==> src/rtl/prog_saver.sv <==
// prog_saver
//   Dumps main memory, starting at address 0, into consecutive MMC blocks
//   through the memory-mapped MMC controller. This is the write-direction
//   counterpart of the boot-time program loader. It drives the shared
//   single-master byte bus only while BUSY is high.
//
// Parameters
//   START_BLOCK   first MMC block written
//   LAST_BLOCK    last MMC block written, inclusive (>= START_BLOCK)
//   POLL_TIMEOUT  status-poll cycles per block before the transfer is aborted
//
// Ports
//   CLK       system clock
//   RST_X     asynchronous active-low reset
//   START     one-cycle request, accepted only while idle
//   DATA_IN   bus read data, sampled two edges after ADDR is registered
//   ADDR      bus address
//   DATA_OUT  bus write data
//   WE        bus write strobe, one byte per high cycle
//   BUSY      transfer in progress
//   DONE      sticky completion flag
//   ERR       sticky status-poll timeout flag

`ifndef ADDR
`define ADDR 24
`endif
`ifndef MMC_START_BLOCK
`define MMC_START_BLOCK 11'd0
`endif
`ifndef MMC_LAST_BLOCK
`define MMC_LAST_BLOCK 11'd0
`endif

module prog_saver #(
    parameter logic [10:0] START_BLOCK  = `MMC_START_BLOCK,
    parameter logic [10:0] LAST_BLOCK   = `MMC_LAST_BLOCK,
    parameter int unsigned POLL_TIMEOUT = 100000000
) (
    input  logic             CLK,
    input  logic             RST_X,
    input  logic             START,
    input  logic [7:0]       DATA_IN,
    output logic [`ADDR-1:0] ADDR,
    output logic [7:0]       DATA_OUT,
    output logic             WE,
    output logic             BUSY,
    output logic             DONE,
    output logic             ERR
);

    localparam logic [`ADDR-1:0] MMC_CMD  = 24'h800108;
    localparam logic [`ADDR-1:0] MMC_BLK0 = 24'h800109;
    localparam logic [`ADDR-1:0] MMC_BLK1 = 24'h80010a;
    localparam logic [`ADDR-1:0] MMC_BLK2 = 24'h80010b;
    localparam logic [`ADDR-1:0] MMC_BUF  = 24'h800200;
    localparam logic [26:0]      TMO_LIM  = 27'(POLL_TIMEOUT);

    typedef enum logic [3:0] {
        S_IDLE, S_RD0, S_RD1, S_WR, S_BA0, S_BA1, S_BA2,
        S_CMD, S_SETTLE, S_POLL, S_NEXT
    } state_t;

    state_t           state, state_d;
    logic [10:0]      block, block_d;
    logic [`ADDR-1:0] srcaddr, srcaddr_d;
    logic [8:0]       off, off_d;
    logic [1:0]       cnt, cnt_d;
    logic [26:0]      tmo, tmo_d, tmo_inc;
    logic [`ADDR-1:0] addr_d;
    logic [7:0]       dout_d;
    logic             we_d, busy_d, done_d, err_d;

    assign tmo_inc = tmo + 27'd1;

    // Every output is a register; this process computes all next values.
    // WE defaults low so it is high for exactly one cycle per write state.
    always_comb begin
        state_d   = state;
        block_d   = block;
        srcaddr_d = srcaddr;
        off_d     = off;
        cnt_d     = cnt;
        tmo_d     = tmo;
        addr_d    = ADDR;
        dout_d    = DATA_OUT;
        we_d      = 1'b0;
        busy_d    = BUSY;
        done_d    = DONE;
        err_d     = ERR;
        unique case (state)
            S_IDLE: begin
                if (START) begin
                    block_d   = START_BLOCK;
                    srcaddr_d = '0;
                    off_d     = '0;
                    done_d    = 1'b0;
                    err_d     = 1'b0;
                    busy_d    = 1'b1;
                    state_d   = S_RD0;
                end
            end
            S_RD0: begin
                addr_d  = srcaddr;
                state_d = S_RD1;
            end
            S_RD1: state_d = S_WR;
            S_WR: begin
                // DATA_IN now holds the byte addressed two edges ago in RD0.
                addr_d    = MMC_BUF + {15'd0, off};
                dout_d    = DATA_IN;
                we_d      = 1'b1;
                srcaddr_d = srcaddr + 24'd1;
                off_d     = off + 9'd1;
                state_d   = (off == 9'h1ff) ? S_BA0 : S_RD0;
            end
            S_BA0: begin
                addr_d  = MMC_BLK0;
                dout_d  = {block[6:0], 1'b0};
                we_d    = 1'b1;
                state_d = S_BA1;
            end
            S_BA1: begin
                addr_d  = MMC_BLK1;
                dout_d  = {4'h0, block[10:7]};
                we_d    = 1'b1;
                state_d = S_BA2;
            end
            S_BA2: begin
                addr_d  = MMC_BLK2;
                dout_d  = 8'h00;
                we_d    = 1'b1;
                state_d = S_CMD;
            end
            S_CMD: begin
                addr_d  = MMC_CMD;
                dout_d  = 8'h02;
                we_d    = 1'b1;
                cnt_d   = '0;
                tmo_d   = '0;
                state_d = S_SETTLE;
            end
            S_SETTLE: begin
                // Status read back right after the command is not trusted.
                addr_d  = MMC_CMD;
                cnt_d   = cnt + 2'd1;
                if (cnt == 2'd3) state_d = S_POLL;
            end
            S_POLL: begin
                addr_d = MMC_CMD;
                tmo_d  = tmo_inc;
                // Ready wins over timeout when both land on the same cycle.
                if (DATA_IN == 8'h01) begin
                    state_d = S_NEXT;
                end else if (tmo_inc == TMO_LIM) begin
                    err_d   = 1'b1;
                    done_d  = 1'b1;
                    busy_d  = 1'b0;
                    state_d = S_IDLE;
                end
            end
            S_NEXT: begin
                if (block == LAST_BLOCK) begin
                    done_d  = 1'b1;
                    busy_d  = 1'b0;
                    state_d = S_IDLE;
                end else begin
                    // srcaddr keeps running so the next block continues the image.
                    block_d = block + 11'd1;
                    off_d   = '0;
                    state_d = S_RD0;
                end
            end
            default: state_d = S_IDLE;
        endcase
    end

    always_ff @(posedge CLK or negedge RST_X) begin
        if (!RST_X) begin
            state    <= S_IDLE;
            block    <= '0;
            srcaddr  <= '0;
            off      <= '0;
            cnt      <= '0;
            tmo      <= '0;
            ADDR     <= '0;
            DATA_OUT <= '0;
            WE       <= 1'b0;
            BUSY     <= 1'b0;
            DONE     <= 1'b0;
            ERR      <= 1'b0;
        end else begin
            state    <= state_d;
            block    <= block_d;
            srcaddr  <= srcaddr_d;
            off      <= off_d;
            cnt      <= cnt_d;
            tmo      <= tmo_d;
            ADDR     <= addr_d;
            DATA_OUT <= dout_d;
            WE       <= we_d;
            BUSY     <= busy_d;
            DONE     <= done_d;
            ERR      <= err_d;
        end
    end

endmodule

==> config.mk <==
export PLATFORM = sky130hd
export DESIGN_NAME = prog_saver
export DESIGN_NICKNAME = d
export VERILOG_FILES = /design/src/rtl/prog_saver.sv
export SDC_FILE = /design/constraint.sdc
export NUM_CORES = 1
export LEC_CHECK = 0
export CAP_MARGIN = 20
export CORE_MARGIN = 1.5
export CORE_UTILIZATION = 63
export CTS_CLUSTER_SIZE = 16
export DETAILED_ROUTE_END_ITERATION = 7
export PLACE_DENSITY = 0.85
export SLEW_MARGIN = 20
export SYNTH_ARGS = -nofsm -noshare
export SYNTH_HDL_FRONTEND = slang
export SYNTH_SLANG_ARGS = --single-unit
==> constraint.sdc <==
create_clock -name CLK -period 7.05 [get_ports CLK]
set_clock_uncertainty 0.1 [all_clocks]
set_input_delay 0.705 -clock CLK [delete_from_list [all_inputs] [get_ports CLK]]
set_output_delay 0.705 -clock CLK [all_outputs]
set_load 0.02 [all_outputs]
==> summary.txt, run 1 <==
Timing
  • Unrepaired setup endpoints after global routing: no
  • Slew @ Worst Pin: 0.8352 ns
  • Final setup viols: 0
  • Slew margin rel.: 44.19%
  • Final hold violation count: 1
  • Hold slack: -0.00002298 ns
  • Final min period: just over 3 ns
  • Final worst path period share: between 40% and 50%
  • Setup TNS: 0 ns
  • Count of pins over their slew limit: 0
  • FMAX: ~0.33 GHz

Synthesis
  • Area fraction in compound gates after synthesis: 18.75%
  • Post-synth top area cell: dfrtp_1
  • Mux contribution to synthesized area: between 1.5 and 2%
  • Main combinational cell family by area after synthesis: simple AND/OR/NAND/NOR gates
  • Cell count after synthesis: ~700
  • Leading post-synthesis cells by cell area: dfrtp_1 47%, nand2_1 7.6%, o21ai_0 7.5%
  • Syn. warnings: 0
  • Synth top area share: a little under half
  • Post-synth EDFFs: 0
  • Synth Area in Adders: under 10%
  • Main synth FF type: dfrtp_1
  • Mapped Avg Cell Area: 8.580 um^2
  • Simple-gate share of the synthesized area: between 20% and 30%
  • Synth async-reset ratio: between 90% and 100%
  • Count of cell types in the netlist: 60
  • Synth Register Bits: ~110
  • Synthesized area: 6032 um^2
  • Synth Area in XOR/XNOR: under 10%
  • Syn Nets: approximately 700
  • Seq/Total Area, Yosys: a little under half

Clocking
  • Clock tree buffer depth: 2
  • CTS Hold Buffers Added: 0
  • Post-CTS Setup Bufs: 0
  • Post-CTS Resized: 0
  • Clock sink count: ~110
  • CTS H-Tree Depth: 4
  • CTS clk-pin slew, worst paths: around 0.060 ns
  • Insertion delay to the later sink of the worst-skew pair: 0.53 ns
  • CTS Buf Count: 17
  • Root Buffer: clkbuf_8
  • CTS tree: done

Setup path
  • Crit Path Max Fanout: 8
  • Crit-path cells: ha_1, nand4_2, nor4_2, nand4b_1, a211oi_1, nand3_1, o21ai_2, mux2_4
  • Slowest cell on the critical path: nor4_2
  • Worst endpoint required time: 7.36 ns
  • Crit Path Category: reg -> reg
  • Critical path arrival: 3.35 ns
  • CP Launch Type: register
  • Largest stage delay, worst path: 0.56 ns
  • Crit end category: register

Global routing
  • Total gr overflow: 0
  • Vias in the first global route: about 5200
  • All-Layer GR Usage: a little under a third
  • Largest net degree at the start of global routing: between 80 and 90
  • Global-route wire length before repair: about 25000 um
  • Initial antenna violation count: 0

Finish
  • Layout cell share with drive strength beyond 1: ~7.2%
  • Area delta synth->final: 18.13%
  • Filler cells: between 600 and 700
  • Fin nets: ~750
  • Finished Cell Area: a little over 7000 um^2
  • ANT cells: 0
  • Multi-input logic area: slightly above 3000 um^2
  • Register area: between 2000 and 3000 um^2

Drt
  • DR WL/cell: 17.00 um
  • Drt drc: 0
  • Vias: around 5500
  • Vias/cell: about 6.3
  • Iter 0 DRT Violations: 544
  • First-pass detailed-route iteration total: 5
  • Total wire length: between 10000 and 15000 um
  • ANT nets after route: 0

Floorplan
  • Starting density of the core: between 60% and 70%
  • Die area: roughly 10000 um^2
  • CORE AREA: 9240 um^2
  • Die Wd: approximately 100 um
  • Placement Rows: 35
  • I/O pin count: 47
  • Die Ht: a little over 100 um

Power and ir drop
  • Max VDD drop: approximately 0.17 mV
  • Leakage power: approximately 0.0030 uW
  • Pwr Density: between 300 and 400 nW/um^2

Placed design
  • Final Wtd Congestion: between 0.9 and 1
  • Hpwl dp: ~9500 um
  • Buffers added on ports: 46
  • Post-DP Area: roughly 6500 um^2

Outcome
  • Status: complete, but fails checks
  • Failing checks: negative hold slack

Job
  • Max Cap Viol: 0

Min path
  • Worst hold path class: in -> async
-- metrics by stage --
stage	std cells	setup WS, ns	total power, uW	utilization (%)
floorplan	703	4.481	1283	-
global placement	846	4.152	1536	70.75
detailed placement	846	3.998	1558	70.75
CTS	878	4.055	2391	77.02
global route	878	3.785	2512	77.12
finish	878	4.006	2389	77.12
-- power by group --
group / internal, uW / switching [uW]
clock: 521 / 309
sequential: 762 / 131
combinational: 257 / 408
-- layer usage --
layer | track usage, % | up-vias | part of all wire [%]
met3 | 7.074 | 28 | 6.7
met5 | 0 | - | 0
li1 | - | 2605 | -
met1 | 42.61 | 2636 | 42
met2 | 50.26 | 248 | 49
met4 | 10.83 | 0 | 1.6
-- cell families after synthesis --
family | after synthesis
simple gates | 311
compound gates | 195
flops | 113
buf+inv | 48
xor+xnor | 18
mux | 11
fa+ha+maj | 7
-- final cells by class --
| type | count | area share [%] |
|---|---|---|
| well taps | 129 | 2.265 |
| multi-input cells | 542 | 42.39 |
| clock inverters | 12 | 1.879 |
| flip-flops and latches | 113 | 39.68 |
| clock buffers | 20 | 6.251 |
| repair buffers | 50 | 6.901 |
| inverters | 12 | 0.6321 |
-- cell usage after synthesis (3+ instances only) --
cell type  instances
inv_1             12
o211ai_1           4
a211oi_1           3
a21o_1             3
nand2b_1           4
o21ai_0           90
xnor2_1            4
a22oi_1            4
and4_1             8
nor2b_1            5
nand4_1           19
and3_1            13
clkbuf_1          29
nor2_1            58
xor2_1            14
nand3_1           35
a21oi_1           44
o21a_1             3
o31ai_1           13
nor3_1            11
ha_1               7
buf_2              4
nor4_1            10
or3_1              6
a31oi_1           13
mux2i_1            9
dfrtp_1          113
o22ai_1            4
and2_1             3
nand2_1          122
-- registers in the layout (all words and copies together) (netlist names), 2 cells and up --
name / count
state: 4
srcaddr: 24
off: 9
cnt: 2
DATA_OUT: 8
ADDR: 24
tmo: 27
block: 11
-- worst paths after layout --
check	to	from	cells after the start	slack (ns)
min in group CLK	ADDR[1]$_DFFE_PN0P_	ADDR[1]$_DFFE_PN0P_	2	0.39
min	off[3]$_DFFE_PN0P_	RST_X	1	-0.00002
max	DONE$_DFFE_PN0P_	tmo[0]$_DFFE_PN0P_	8	4.01
max in group asynchronous	tmo[25]$_DFFE_PN0P_	RST_X	2	5.79
max reg2reg	DONE$_DFFE_PN0P_	tmo[0]$_DFFE_PN0P_	8	4.01
min reg2reg	ADDR[1]$_DFFE_PN0P_	ADDR[1]$_DFFE_PN0P_	2	0.39
-- worst max-delay path: cells and delay by family, from the launching register on --
kind	cells	cell delay (ns)
adders and majority gates	1	0.33
and+or+nand+nor	4	1.20
DFF	1	0.45
AOI/OAI and AO/OA	2	0.54
muxes	1	0.31
-- placed cells by master, fill, tap and decap left out, types with 3 or more instances in the layout --
cell type        instances
nand2b_1                 4
xnor2_1                  4
or3_1                    6
a211oi_1                 3
ha_1                     7
nor2b_1                  5
o22ai_1                  4
nand3_1                 35
nor3_1                  11
o211ai_1                 4
and3_1                  13
and2_1                   3
buf_4                    4
nor2_1                  57
a21oi_1                 44
clkdlybuf4s50_1         45
nand4_1                 19
nand2_1                121
and4_1                   8
o21a_1                   3
a31oi_1                 13
clkinvlp_4               5
mux2i_1                  9
clkbuf_16               16
o31ai_1                 13
xor2_1                  14
a21o_1                   3
nor4_1                  10
clkbuf_8                 3
o21ai_0                 90
inv_1                   12
dfrtp_1                113
a22oi_1                  4
Note: power is estimated with default switching activity, not from simulation.
==> inputs of run 2 (changes only) <==
Settings changed: CORE_UTILIZATION 63 to 53, PLACE_DENSITY 0.85 to 0.76.
Clock period 7.05 ns to 2.6 ns, I/O delays scaled along.
==> summary.txt, run 2 (same netlist as run 1, synthesis figures left out) <==
Finish
  • ANT cells: 0
  • Filler cells: between 800 and 900
  • Fin nets: 795
  • Finished Cell Area: ~7500 um^2
  • Layout cell share with drive strength beyond 1: between 10% and 20%
  • Top Registers: tmo x27, ADDR x24, srcaddr x24
  • Top reg by flops: tmo
  • Register area: about 2800 um^2
  • Area delta synth->final: 24.33%
  • Most common cell after layout, fill and taps aside: nand2_1
  • Max reg flops: 27
  • Multi-input logic area: 3047 um^2
  • Final Util: about two thirds
  • Commonest non-fill, non-tap cells in the layout: 122 x nand2_1, 112 x dfrtp_1, 90 x o21ai_0

Clocking
  • Root Buffer: clkbuf_16
  • CTS Buf Count: 17
  • Post-CTS Setup Bufs: 0
  • Clock tree buffer depth: 2
  • Clock sink count: between 100 and 150
  • Insertion delay to the later sink of the worst-skew pair: roughly 0.42 ns
  • CTS H-Tree Depth: 4
  • CTS clk-pin slew, worst paths: about 0.05 ns
  • CTS tree: done

Setup path
  • Critical path arrival: 2.73 ns
  • Reg-to-reg slack, setup: ~0.076 ns
  • Crit Path Category: reg -> reg
  • R2R depth: 7
  • CP Launch Type: register
  • Worst endpoint required time: ~2.8 ns
  • R2R Path End: DONE$_DFFE_PN0P_
  • Crit Path Max Fanout: 5
  • Crit end category: register
  • RR Startpoint: tmo[5]$_DFFE_PN0P_

Power and ir drop
  • Pwr Density: between 800 and 900 nW/um^2
  • Clock power share: around a third
  • Sequential share of power: ~36%
  • NetSw: between 2000 and 2500 uW
  • Comb power frac: 29.1%
  • Total power: 6687 uW
  • Switching share of power: about a third
  • Int Power: between 4000 and 5000 uW
  • Max VDD drop: between 0.7 and 0.8 mV
  • Leakage power: 0.003217 uW

Timing
  • Final worst path period share: 97.08%
  • Setup TNS: 0 ns
  • Slew @ Worst Pin: 0.8105 ns
  • Slew margin rel.: approximately 45%
  • Final setup viols: 0
  • Count of pins over their slew limit: 0
  • Unrepaired setup endpoints after global routing: no
  • Final hold violation count: 0
  • Final min period: 2.524 ns
  • FMAX: 0.3962 GHz

Global routing
  • Vias in the first global route: approximately 5300
  • Global-route wire length before repair: 25150 um
  • Initial antenna violation count: 0
  • Largest net degree at the start of global routing: just under 80
  • All-Layer GR Usage: 27.42%
  • Total gr overflow: 0

Drt
  • First-pass detailed-route iteration total: 7
  • DR WL/cell: ~17 um
  • Vias: approximately 5600
  • Drt drc: 0
  • ANT nets after route: 0
  • Vias/cell: between 6 and 7
  • Total wire length: between 15000 and 20000 um
  • Iter 0 DRT Violations: between 300 and 400

Floorplan
  • Placement Rows: 38
  • Die Ht: 109.7 um
  • Die area: ~12000 um^2
  • Die Wd: roughly 110 um
  • I/O pin count: 47
  • CORE AREA: about 11000 um^2
  • Starting density of the core: about 55%

Job
  • Max Cap Viol: 0

Placed design
  • Buffers added on ports: 46
  • Final Wtd Congestion: just under 0.9
  • Hpwl dp: between 10000 and 15000 um
  • Post-DP Area: slightly below 7000 um^2

Min path
  • Worst hold path class: in -> async

Outcome
  • Status: complete, no violations
==> run 2: what timing repair did <==
action | 4_1_cts | 5_1_grt
pin swaps | 0 | 1
hold buffers | 1 | 0
endpoints found under the setup margin | 1 | 2
gates cloned | 0 | 0
hold endpoints to repair | 35 | 0
resized for setup | 1 | 4
==> run 2: stage by stage <==
stage / hold WS, ns / worst slack (ns) / cells
4_1_cts: 0.2678 / 0.02895 / 927
5_1_grt: 0.2989 / 0.001583 / 927
3_3_place_gp: 0.1537 / 0.08480 / 897
6_report: 0.2513 / 0.07597 / 927
3_5_place_dp: 0.1571 / 0.01197 / 897
2_1_floorplan: -0.1356 / 0.03091 / 703
==> run 2: how the worst max path moves through the flow <==
stage,startpoint,end
after floorplan,tmo[5]$_DFFE_PN0P_,DONE$_DFFE_PN0P_
after global placement,tmo[1]$_DFFE_PN0P_,DONE$_DFFE_PN0P_
after detailed placement,tmo[1]$_DFFE_PN0P_,DONE$_DFFE_PN0P_
after CTS,tmo[1]$_DFFE_PN0P_,DONE$_DFFE_PN0P_
after global routing,tmo[5]$_DFFE_PN0P_,DONE$_DFFE_PN0P_
final,tmo[5]$_DFFE_PN0P_,DONE$_DFFE_PN0P_
==> run 2: cell type report <==
type | instances | area share [%]
clock buffer | 23 | 6.507
clock inverter | 6 | 1.401
inverter | 12 | 0.6006
multi-input combinational | 542 | 40.62
sequential | 113 | 37.72
tap | 140 | 2.336
timing repair buffer | 91 | 10.81
==> run 2: per-layer routing <==
metal	wire, um	track usage [%]	vias up
met1	6691	35.52	2707
li1	-	-	2687
met2	7409	44.06	201
met4	341	11.69	0
met5	0	0	-
met3	928	6.461	32
==> run 2: power groups by stage <==
stage          clock, uW  sequential [uW]  combinational [uW]
6_report            2350             2390                1950
2_1_floorplan          0             2520                 963
3_5_place_dp           0             2400                1930
5_1_grt             2460             2420                2150
3_3_place_gp           0             2380                1870
4_1_cts             2380             2380                1950
==> run 2: critical path, stage by stage (launching register included) <==
cell and delay (ns):
dfrtp_1 0.39, nand4_4 0.12, or4_4 0.57, or3_4 0.45, xor2_4 0.17, nand4_1 0.12, o21ai_2 0.18, mux2_4 0.31
==> inputs of run 3 (changes only) <==
Settings changed: HOLD_SLACK_MARGIN set to 0.06.
==> results of run 3 <==
Final layout, timing and power as in run 2 (identical DEF).
